$ cat config.mk
export PLATFORM = sky130hd
export DESIGN_NAME = sm83_intc
export DESIGN_NICKNAME = d
export VERILOG_FILES = /design/src/rtl/sm83_pkg.sv /design/src/rtl/sm83_prio_enc.sv /design/src/rtl/sm83_intc.sv
export SDC_FILE = /design/constraint.sdc
export NUM_CORES = 1
export LEC_CHECK = 0
export CORE_UTILIZATION = 40
export CTS_CLUSTER_SIZE = 16
export DETAILED_ROUTE_END_ITERATION = 10
export PLACE_DENSITY = 0.78
export SLEW_MARGIN = 10
export SYNTH_ARGS = -nofsm -noshare
export SYNTH_HDL_FRONTEND = slang
export SYNTH_SLANG_ARGS = --single-unit
export TNS_END_PERCENT = 20
$ cat constraint.sdc
create_clock -name clk -period 1.9 [get_ports clk]
set_input_delay 0.285 -clock clk [delete_from_list [all_inputs] [get_ports clk]]
set_output_delay 0.285 -clock clk [all_outputs]
set_load 0.05 [all_outputs]
$ cat src/rtl/sm83_pkg.sv
// Shared types for the SM83 interrupt controller.
package sm83_pkg;

   typedef logic [7:0] word_t;

   typedef enum logic [1:0] {
      ST_RUN,
      ST_HALT,
      ST_DISP
   } state_t;

   localparam word_t VEC_BASE_DEF   = 8'h40;
   localparam int    VEC_STRIDE_DEF = 8;

endpackage

$ cat src/rtl/sm83_prio_enc.sv
// Lowest-index-first priority encoder with one-hot grant.
module sm83_prio_enc
   import sm83_pkg::*;
#(
   parameter int W = 5
) (
   input  logic [W-1:0] req_i,
   output logic [W-1:0] gnt_o,
   output word_t        idx_o,
   output logic         valid_o
);

   always_comb begin
      gnt_o   = '0;
      idx_o   = '0;
      valid_o = 1'b0;
      for (int i = 0; i < W; i++) begin
         if (!valid_o && req_i[i]) begin
            valid_o  = 1'b1;
            gnt_o[i] = 1'b1;
            idx_o    = word_t'(i);
         end
      end
   end

endmodule

$ cat src/rtl/sm83_intc.sv
// SM83 interrupt controller: IE/IME, HALT wake-up and the
// M-cycle dispatch sequence with late priority resolution.
module sm83_intc
   import sm83_pkg::*;
#(
   parameter int    NUM_IRQS   = 5,
   parameter word_t VEC_BASE   = VEC_BASE_DEF,
   parameter int    VEC_STRIDE = VEC_STRIDE_DEF,
   parameter int    DISP_MCYC  = 5
) (
   input  logic                clk,
   input  logic                reset,
   input  logic                t4,
   input  logic                fetch_end,
   input  logic [NUM_IRQS-1:0] irq,
   input  logic                ie_we,
   input  logic [7:0]          ie_din,
   output logic [7:0]          ie_dout,
   input  logic                ei,
   input  logic                di,
   input  logic                reti,
   input  logic                halt_req,
   output logic                int_take,
   output logic [7:0]          vector,
   output logic [NUM_IRQS-1:0] iack,
   output logic                wake,
   output logic                halted,
   output logic                ime
);

   localparam int CW = $clog2(DISP_MCYC + 1);

   state_t              state_q, state_d;
   logic                ime_q, ime_d;
   logic                arm_q, arm_d;
   logic [NUM_IRQS-1:0] ie_q, ie_d;
   word_t               vec_q, vec_d;
   logic [CW-1:0]       cnt_q, cnt_d;
   logic                take_q, take_d;
   logic [NUM_IRQS-1:0] iack_q, iack_d;
   logic                wake_q, wake_d;

   logic [NUM_IRQS-1:0] pending;
   logic                any_pend;
   logic                ime_eff;
   logic [NUM_IRQS-1:0] enc_gnt;
   word_t               enc_idx;
   logic                enc_valid;
   word_t               vec_calc;

   assign pending  = irq & ie_q;
   assign any_pend = |pending;
   // An armed EI counts as enabled at the end of the following instruction.
   assign ime_eff  = (ime_q | arm_q) & ~di;
   assign vec_calc = word_t'(int'(VEC_BASE) + int'(enc_idx) * VEC_STRIDE);

   sm83_prio_enc #(
      .W(NUM_IRQS)
   ) u_prio (
      .req_i  (pending),
      .gnt_o  (enc_gnt),
      .idx_o  (enc_idx),
      .valid_o(enc_valid)
   );

   always_ff @(posedge clk) begin
      if (reset) begin
         state_q <= ST_RUN;
         ime_q   <= 1'b0;
         arm_q   <= 1'b0;
         ie_q    <= '0;
         vec_q   <= '0;
         cnt_q   <= '0;
         take_q  <= 1'b0;
         iack_q  <= '0;
         wake_q  <= 1'b0;
      end else begin
         state_q <= state_d;
         ime_q   <= ime_d;
         arm_q   <= arm_d;
         ie_q    <= ie_d;
         vec_q   <= vec_d;
         cnt_q   <= cnt_d;
         take_q  <= take_d;
         iack_q  <= iack_d;
         wake_q  <= wake_d;
      end
   end

   always_comb begin
      state_d = state_q;
      ime_d   = ime_q;
      arm_d   = arm_q;
      ie_d    = ie_q;
      vec_d   = vec_q;
      cnt_d   = cnt_q;
      take_d  = 1'b0;
      iack_d  = '0;
      wake_d  = 1'b0;

      if (t4 && ie_we) ie_d = ie_din[NUM_IRQS-1:0];

      if (t4 && state_q != ST_DISP) begin
         if (di) begin
            ime_d = 1'b0;
            arm_d = 1'b0;
         end else begin
            if (arm_q && fetch_end) begin
               ime_d = 1'b1;
               arm_d = 1'b0;
            end
            if (ei)   arm_d = 1'b1;
            if (reti) ime_d = 1'b1;
         end
      end

      unique case (state_q)
         ST_RUN: begin
            if (t4 && fetch_end && ime_eff && any_pend) begin
               state_d = ST_DISP;
               take_d  = 1'b1;
               ime_d   = 1'b0;
               arm_d   = 1'b0;
               cnt_d   = CW'(1);
            end else if (t4 && halt_req && !any_pend) begin
               state_d = ST_HALT;
            end
         end
         ST_HALT: begin
            if (any_pend) begin
               wake_d  = 1'b1;
               state_d = ST_RUN;
            end
         end
         ST_DISP: begin
            if (t4) begin
               if (cnt_q == CW'(DISP_MCYC)) begin
                  state_d = ST_RUN;
                  cnt_d   = '0;
               end else begin
                  cnt_d = cnt_q + CW'(1);
                  // Priority is resolved late so a source may drop out.
                  if (cnt_q == CW'(DISP_MCYC - 1)) begin
                     vec_d  = enc_valid ? vec_calc : 8'h00;
                     iack_d = enc_gnt;
                  end
               end
            end
         end
         default: state_d = ST_RUN;
      endcase
   end

   assign ie_dout  = word_t'(ie_q);
   assign int_take = take_q;
   assign vector   = vec_q;
   assign iack     = iack_q;
   assign wake     = wake_q;
   assign halted   = (state_q == ST_HALT);
   assign ime      = ime_q;

endmodule

Yosys cells after proc, flatten, opt, wreduce, memory -nomap -nowiden
Cells that the tools add are included.
{"block": "op_classes", "n_eq_ne": 10, "n_mux": 38, "n_addsub": 2, "n_reduce_logical": 26, "n_bitwise": 10}
{"op": "$mux 1", "n": 24}
{"op": "$mux 2", "n": 7}
{"op": "$logic_and 1x1->1", "n": 12}
{"op": "$mux 3", "n": 4}
{"op": "$reduce_or 5->1", "n": 2}
{"op": "$add 7x8->8 const A", "n": 1}
{"op": "$mux 8", "n": 1}
{"op": "$ne 2x2->1 const B", "n": 4}
{"op": "$reduce_and 4->1", "n": 2}
{"op": "$not 1->1", "n": 7}
{"op": "$eq 3x3->1 const B", "n": 2}
{"op": "$pmux 2 s3", "n": 1}
{"op": "$pmux 3 s2", "n": 1}
{"op": "$and 5x5->5", "n": 1}
{"op": "$logic_not 1->1", "n": 5}
{"op": "$reduce_or 2->1", "n": 2}
{"op": "$add 3x1->3 const B", "n": 1}
{"op": "$ne 3x3->1 const B", "n": 1}
{"op": "$reduce_and 3->1", "n": 1}
{"op": "$eq 2x1->1 const B", "n": 1}
{"op": "$eq 2x2->1 const B", "n": 1}
{"op": "$logic_not 2->1", "n": 1}
{"op": "$ne 2x1->1 const B", "n": 1}
{"op": "$reduce_bool 2->1", "n": 1}
{"op": "other kinds (2)", "n": 2}
{"block": "word_totals", "register_bits": 27, "inputBits": 22}

Logic depth before layout (Yosys ltp)
Gate-level depths: netlist (run 1).
{"block": "logic_depth", "depth_word": 16, "depth_mapped": 5, "depth_no_buf": 4}

Hierarchy
From an unflattened synthesis (run 1), not the netlist that was laid out.
{"block": "unflattened", "cells_unflattened": 142, "area_unflattened_um2": 1260.0}
{"mod": "sm83_intc", "area_each_um2": 1134.8, "seq_area_each_um2": 480.5, "cells_per_inst": 123, "n_inst": 1}
{"mod": "sm83_prio_enc", "area_each_um2": 125.1, "seq_area_each_um2": 0.0, "cells_per_inst": 19, "n_inst": 1}

Least setup slack after synthesis (run 1)
No wires, ideal clock.
{"block": "synth_path", "kind": "register to register", "from": "register ie_q[1]", "to": "register cnt_q[0]", "path_stages_with_launch": 6, "path_slack_ns": 0.073, "t_required_ns": 1.780, "arrival_time_ns": 1.707, "cell_sequence": "dfxtp_1 -> a222oi_1 -> nand3_2 -> and3_1 -> buf_6 -> o31a_1"}
{"block": "synth_via", "elab_chain_cells": 5}
{"element": "start, declared", "line": "sm83_intc.sv:36", "text": "logic [NUM_IRQS-1:0] ie_q, ie_d;"}
{"element": "start signal, assigned", "line": "sm83_intc.sv:81", "text": "ie_q <= ie_d;"}
{"element": "$and 5x5->5", "line": "sm83_intc.sv:51", "text": "assign pending = irq & ie_q;"}
{"element": "$reduce_or 5->1", "line": "sm83_intc.sv:52", "text": "assign any_pend = |pending;"}
{"element": "$logic_and 1x1->1", "line": "sm83_intc.sv:119", "text": "if (t4 && fetch_end && ime_eff && any_pend) begin"}
{"element": "$ne 2x2->1 (no source line)"}
{"element": "$reduce_and 3->1 (no source line)"}
{"element": "end signal, assigned", "line": "sm83_intc.sv:83", "text": "cnt_q <= cnt_d;"}
{"element": "end, declared", "line": "sm83_intc.sv:38", "text": "logic [CW-1:0] cnt_q, cnt_d;"}
Every way passes these cells.
A chain may end at the register's enable or synchronous reset.

Final worst setup path (run 1)
{"block": "layout_path", "from": "register ie_q[4]", "to": "output port ie_dout[4]"}
{"element": "end, declared", "line": "sm83_intc.sv:18", "text": "output logic [7:0] ie_dout,"}
No word-level cell between the ends.

==> results.json, run 1 <==
{
  "run_status": "finished, final reports clean",
  "synth_seq_area_share": 0.4532,
  "clock_tree_from_tritoncts": "built",
  "cts_made_buffers": 3,
  "reg2regPathDepth": 4,
  "worst-setup-path-type": "reg -> out",
  "timing.critical_path.required_ns": 1.62,
  "critical_path.slowest_cell": "sky130_fd_sc_hd__clkdlybuf4s50_1",
  "synthArstFlopShare": 0,
  "first_pass_grt_wire_length_mm": 4.043,
  "clkSlewWorstSetupHoldPaths_ns": 0.13,
  "syn_area_per_cell_sq_um": 8.538,
  "power_per_cell_area_nw_per_um2": 626.6,
  "drv_slew": 0,
  "final_util": 0.6247,
  "drc": 0,
  "leakage_uw": 0.0005801,
  "gr-usage-all-layers": 0.1963,
  "final.min_clock_period_ns": 1.836,
  "vdd_ir_drop_max_mv": 0.4804,
  "cts-hold-fix-buffers": 0,
  "crit_path_start_kind": "flip-flop",
  "place.detailed.instances": 184,
  "synthesis.instances": 119,
  "hold_path_startpoint": "vector[5]",
  "path_buf_inv": 1,
  "critical_path_fanouts_max": 4,
  "worstPathArrival_ns": 1.55,
  "ys_types": 36,
  "placement.io_buffers": 36,
  "route.final.wire_length_mm": 2.352,
  "antenna_cells": 0,
  "dpl.hpwl_mm": 1.804,
  "synthToLayoutAreaGrowth_pct": 41.26,
  "grt_remaining_overflow": 0,
  "switching_share": 0.2872,
  "worst_slew_pin_slew_ns": 0.6271,
  "synth_largest_area_cell": "sky130_fd_sc_hd__dfxtp_1",
  "endpoint_kind": "primary output",
  "vias": 1007,
  "initial_core_util": 0.4423,
  "dieHeight_um": 52.40,
  "worst_r2r_startpoint": "state_q[1]",
  "grt_setup_unrepaired": "no",
  "core_area_sq_um": 2297,
  "hold_path_end": "vector[5]",
  "cells_on_worst_hold_path": 2,
  "clkLatencyLatePin_ns": 0.31,
  "crit_path_cell_trace": "clkdlybuf4s50_1",
  "rrSetupSlack_ns": 0.26,
  "first_global_vias": 944,
  "worst_clock_skew_ns": 0.01184,
  "cts_max_path_buffers": 2,
  "dominantRegCellSynth": "sky130_fd_sc_hd__dfxtp_1",
  "combined_area_of_the_multi_input_logic_cells_sq_um": 483.0,
  "io-pin-count": 47,
  "rows": 17,
  "fp.dieW_um": 52.40,
  "finalHoldViolCount": 0,
  "post_drt_wl_per_cell_um": 12.51,
  "drive_above_1_share": 0.1125,
  "pwr-share-seq": 0.559,
  "finalCritPeriodShare": 0.9662,
  "syn_area_sq_um": 1016,
  "number_of_antenna_violations_at_the_first_check_in_global_routing": 0,
  "cts_htree_levels": 1,
  "total_of_fill_cells_in_the_finished_design": 204,
  "antenna_left": 0,
  "route.detailed.vias_per_inst": 5.356,
  "timing.critical_path.depth": 1,
  "post_layout_cell_count": 188,
  "netlist_top_cells_area": "sky130_fd_sc_hd__dfxtp_1 45%, sky130_fd_sc_hd__a21oi_1 6.4%, sky130_fd_sc_hd__nand2_1 5.5%, sky130_fd_sc_hd__buf_4 5.2%, sky130_fd_sc_hd__nand3_1 3.9%",
  "pwr-share-clk": 0.245,
  "cts_root_buf": "sky130_fd_sc_hd__clkbuf_4",
  "total_switching_power_uw": 258.2,
  "drv_cap": 0,
  "synth_enable_flop_cells": 0,
  "finalSetupViolCount": 0,
  "seq_area_sq_um": 460.4,
  "layout.cells.most_common_list": "32 x sky130_fd_sc_hd__clkdlybuf4s50_1, 23 x sky130_fd_sc_hd__dfxtp_1, 15 x sky130_fd_sc_hd__nand2_1",
  "hold_path_class": "reg -> reg",
  "maxClockFrequency_ghz": 0.5447,
  "worst_slew_margin_rel": 0.5806,
  "synth-warning-count": 0,
  "place_congestion": 0.7978,
  "yosys.area.top_type_share": 0.4532,
  "p_int_uw": 641.0,
  "final_common_cell": "sky130_fd_sc_hd__clkdlybuf4s50_1",
  "clock-sinks": 23,
  "fin_nets": 183,
  "detail_route.iter0.violations": 19,
  "combinationalPowerShare": 0.196,
  "ys_seq_elements": 23,
  "worst_path_dominant_cell_family": "buffers and inverters",
  "worst_path_largest_cell_delay_ns": 0.83,
  "detail_route.first_pass.iterations": 4,
  "grt_max_degree": 18,
  "die_area_sq_um": 2745,
  "crit-reg2reg-capture": "vector[5]"
}
==> area by class of cell <==
class | count | area share
clock inverters | 1 | 0.003487
clock buffers | 3 | 0.01569
inverters | 4 | 0.01046
flip-flops and latches | 23 | 0.3208
well taps | 28 | 0.02441
repair buffers | 43 | 0.2886
multi-input cells | 86 | 0.3365
==> cell usage after synthesis, drive strengths merged, types with 2 or more instances <==
master and count:
and2 2, and3 2, mux2i 2, buf 9
a21oi 13, o211ai 2, nor4 3, dfxtp 23
inv 4, nand3 9, nand2 15, a21o 2
nor2 6, clkbuf 3, nor3 7, nand3b 2
==> flip-flops by register name, summed over array words and instances, names as in the netlist <==
register / flops
arm_q: 1
cnt_q: 3
iack: 5
ie_q: 5
ime: 1
int_take: 1
state_q: 2
vector: 4
wake: 1
==> cells by family (layout without fill, tap and decap cells) <==
family | Yosys count | in the layout | synth area share
muxes | 2 | 2 | 0.01971
buffers and inverters | 16 | 51 | 0.09359
other | 1 | 7 | 0.003691
DFF | 23 | 23 | 0.4532
AOI/OAI and AO/OA | 26 | 26 | 0.1773
and+or+nand+nor | 51 | 51 | 0.2525
==> per-layer routing <==
layer / GRT usage / wire (um) / share of wire
met1: 0.2222 / 993 / 0.42
met5: 0 / 0 / 0
met3: 0.02319 / 126 / 0.054
met2: 0.3565 / 1192 / 0.51
met4: 0.09649 / 40 / 0.017
==> repair_timing <==
action | 4_1_cts | 5_1_grt
gates resized for setup | 1 | 2
buffers inserted | 0 | 0
hold endpoints to repair | 0 | 0
gates cloned | 0 | 0
setup endpoints to repair | 1 | 2
==> how the worst max path moves through the flow <==
stage | from | endpoint | slack [ns]
2_1_floorplan | ie_q[1] | cnt_q[0] | 0.07
3_3_place_gp | irq[1] | cnt_q[0] | -0.04
3_5_place_dp | irq[1] | cnt_q[0] | -0.04
4_1_cts | ie_q[1] | ie_dout[1] | 0.02
5_1_grt | ie_q[2] | ie_dout[2] | 0.002
6_report | ie_q[4] | ie_dout[4] | 0.06
==> per-stage QoR <==
step           TNS [ns]  hold slack (ns)  area (sq um)  power, uW  setup slack [ns]
6_report              0           0.4688          1435      899.3           0.06427
3_5_place_dp   -0.04457           0.4525          1404      689.8          -0.04457
5_1_grt               0           0.5027          1435      948.5          0.002376
4_1_cts               0           0.4694          1430      909.0           0.01917
2_1_floorplan         0           0.3604          1039      621.5           0.07300
3_3_place_gp   -0.03667           0.4436          1404      684.6          -0.03667
==> power groups by stage <==
| stage | Sequential, uW | Clock, uW | Combinational, uW |
|---|---|---|---|
| detailed placement | 513 | 0 | 177 |
| finish | 502 | 220 | 176 |
| CTS | 502 | 230 | 176 |
| floorplan | 533 | 0 | 88.2 |
| global route | 505 | 255 | 189 |
| global placement | 512 | 0 | 172 |
No activity file was read; power rests on OpenSTA's default activity.
==> run 2: changes to the inputs <==
--- a/config.mk
+++ b/config.mk
@@ -5,7 +5,8 @@
 export SDC_FILE = /design/constraint.sdc
 export NUM_CORES = 1
 export LEC_CHECK = 0
-export CORE_UTILIZATION = 40
+export ABC_AREA = 1
+export CORE_UTILIZATION = 41
 export CTS_CLUSTER_SIZE = 16
 export DETAILED_ROUTE_END_ITERATION = 10
 export PLACE_DENSITY = 0.78
==> run 2 against run 1 <==
Synthesized cell count is 25% higher. Cell count grew 15%. Worst setup slack improved by 0.016 ns.
==> results.json, run 2 <==
{
  "synth_enable_flop_cells": 0,
  "postCtsResizedCells": 0,
  "synth_seq_area_share": 0.4172,
  "cts_htree_levels": 1,
  "critical_path_fanouts_max": 4,
  "worst_clock_skew_ns": 0.01691,
  "synth.top_cells.by_count": "24 x sky130_fd_sc_hd__nand2_1, 23 x sky130_fd_sc_hd__dfxtp_1, 22 x sky130_fd_sc_hd__nor2_1",
  "hold_path_startpoint": "vector[5]",
  "post_cts.repair.setup_buffers": 0,
  "crit_path_start": "ie_q[4]",
  "ys_seq_elements": 23,
  "syn_area_per_cell_sq_um": 7.406,
  "final_common_cell": "sky130_fd_sc_hd__clkdlybuf4s50_1",
  "io-pin-count": 47,
  "reg2regPathDepth": 7,
  "antenna_cells": 0,
  "worstPathArrival_ns": 1.53,
  "drv_slew": 0,
  "post_drt_wl_per_cell_um": 10.89,
  "fin_nets": 210,
  "drive_above_1_share": 0.1070,
  "grt_remaining_overflow": 0,
  "synthToLayoutAreaGrowth_pct": 35.37,
  "number_of_antenna_violations_at_the_first_check_in_global_routing": 0,
  "detail_route.iter0.violations": 30,
  "power_per_cell_area_nw_per_um2": 674.1,
  "synthesis.instances": 149,
  "synth.most_common_cell": "sky130_fd_sc_hd__nand2_1",
  "antenna_left": 0,
  "endpoint_kind": "primary output",
  "drv_cap": 0,
  "worst_r2r_startpoint": "state_q[1]",
  "core_area_sq_um": 2500,
  "timing.critical_path.required_ns": 1.62,
  "globalRoute.busiestLayer": "met2",
  "cells_on_worst_hold_path": 2,
  "worst_slack_ns": 0.08033,
  "worst-setup-path-type": "reg -> out",
  "initial_core_util": 0.4414,
  "hold_path_class": "reg -> reg",
  "worst_path_dominant_cell_family": "buffers and inverters",
  "critical_path.slowest_cell": "sky130_fd_sc_hd__clkdlybuf4s50_1",
  "cts_max_path_buffers": 2,
  "syn_area_sq_um": 1104,
  "final.min_clock_period_ns": 1.820,
  "vias": 1074,
  "clock_tree_from_tritoncts": "built",
  "met2_usage": 0.3025,
  "post-place-ws_ns": 0.1517,
  "vdd_ir_drop_max_mv": 0.4619,
  "placement.io_buffers": 36,
  "synth-warning-count": 0,
  "grt_use_met3": 0.03107,
  "first_pass_grt_wire_length_mm": 3.857,
  "synth_largest_area_cell": "sky130_fd_sc_hd__dfxtp_1",
  "crit_path_start_kind": "flip-flop",
  "detail_route.first_pass.iterations": 4,
  "first_global_vias": 951,
  "worst_path_largest_cell_delay_ns": 0.83,
  "dpl.hpwl_mm": 1.929,
  "clock-sinks": 23,
  "worst_slew_margin_rel": 0.6636,
  "grt_setup_unrepaired": "no",
  "rrSetupSlack_ns": 0.51,
  "critPathCapture": "ie_dout[4]",
  "timing.critical_path.depth": 1,
  "place_congestion": 0.8071,
  "synthArstFlopShare": 0,
  "rows": 18,
  "route.detailed.vias_per_inst": 4.949,
  "fp.dieW_um": 53.88,
  "cts-hold-fix-buffers": 0,
  "finalCritPeriodShare": 0.9577,
  "maxClockFrequency_ghz": 0.5495,
  "finalHoldViolCount": 0,
  "fin_tns_setup_ns": 0,
  "path_buf_inv": 1,
  "drc": 0,
  "die_area_sq_um": 2903,
  "clkSlewWorstSetupHoldPaths_ns": 0.12,
  "ys_types": 25,
  "layout.cells.most_common_list": "35 x sky130_fd_sc_hd__clkdlybuf4s50_1, 24 x sky130_fd_sc_hd__nand2_1, 23 x sky130_fd_sc_hd__dfxtp_1",
  "cts_made_buffers": 3,
  "worst_slew_pin_slew_ns": 0.5031,
  "leakage_uw": 0.0006471,
  "crit-reg2reg-capture": "vector[3]",
  "fin_worst_hold_slack_ns": 0.4969,
  "grt_max_degree": 13,
  "yosys.area.top_type_share": 0.4172,
  "clkLatencyLatePin_ns": 0.32,
  "netlist_top_cells_area": "sky130_fd_sc_hd__dfxtp_1 42%, sky130_fd_sc_hd__nand2_1 8.2%, sky130_fd_sc_hd__nor2_1 7.5%, sky130_fd_sc_hd__inv_1 5.4%, sky130_fd_sc_hd__nand3_1 5.0%",
  "cts_root_buf": "sky130_fd_sc_hd__clkbuf_4",
  "dieHeight_um": 53.88,
  "gr-usage-all-layers": 0.1829,
  "run_status": "finished, final reports clean",
  "grtUsageMet1": 0.2260,
  "finalSetupViolCount": 0,
  "route.final.wire_length_mm": 2.363,
  "dominantRegCellSynth": "sky130_fd_sc_hd__dfxtp_1",
  "crit_path_cell_trace": "clkdlybuf4s50_1"
}
## run 2: cell count changes after synthesis, moves of 3 or more
cell,before,now
sky130_fd_sc_hd__nand3_1,8,11
sky130_fd_sc_hd__inv_1,4,16
sky130_fd_sc_hd__a21oi_1,13,9
sky130_fd_sc_hd__o21ai_0,1,11
sky130_fd_sc_hd__inv_2,0,3
sky130_fd_sc_hd__nor2_1,6,22
sky130_fd_sc_hd__nand2_1,15,24
sky130_fd_sc_hd__nor3_1,7,2
sky130_fd_sc_hd__nand2_2,0,4
## run 2: report_power, final
| group | leakage [uW] | internal, uW | switching, uW |
|---|---|---|---|
| Clock | 0.0000150 | 82.1 | 155 |
| Combinational | 0.000445 | 88.3 | 170 |
| Sequential | 0.000187 | 499 | 12.3 |
| Total | 0.000647 | 670 | 337 |
## run 2: metrics by stage
step / instance area, sq um / power [uW] / utilization / instances
3_5_place_dp: 1468 / 781.0 / 0.5871 / 213
6_report: 1494 / 1007 / 0.5976 / 217
4_1_cts: 1494 / 1001 / 0.5976 / 217
2_1_floorplan: 1126 / 706.0 / - / 155
3_3_place_gp: 1468 / 775.6 / 0.5871 / 213
5_1_grt: 1494 / 1047 / 0.5976 / 217
## run 2: worst min path at each step
stage	endpoint
detailed placement	vector[5]
finish	vector[5]
global route	vector[5]
CTS	vector[5]
global placement	vector[5]
floorplan	ie_q[0]
## run 2: cells by family after synthesis
logic type	synth area share
buf+inv	0.1202
flops	0.4172
other cells	0.003398
simple gates	0.3413
compound gates	0.1179
## run 2: metal layers
metal  up-vias  part of all wire
li1        551                 -
met1       484              0.45
met2        32              0.49
met3         7             0.044
met4         0             0.018
met5         -                 0
## run 2: final cells by class
class | count | area, sq um
Sequential cell | 23 | 460.4
Inverter | 19 | 71.32
Timing Repair Buffer | 37 | 365.4
Clock buffer | 4 | 26.28
Fill cell | 229 | 1006
Multi-Input combinational cell | 104 | 533.0
Tap cell | 30 | 37.54
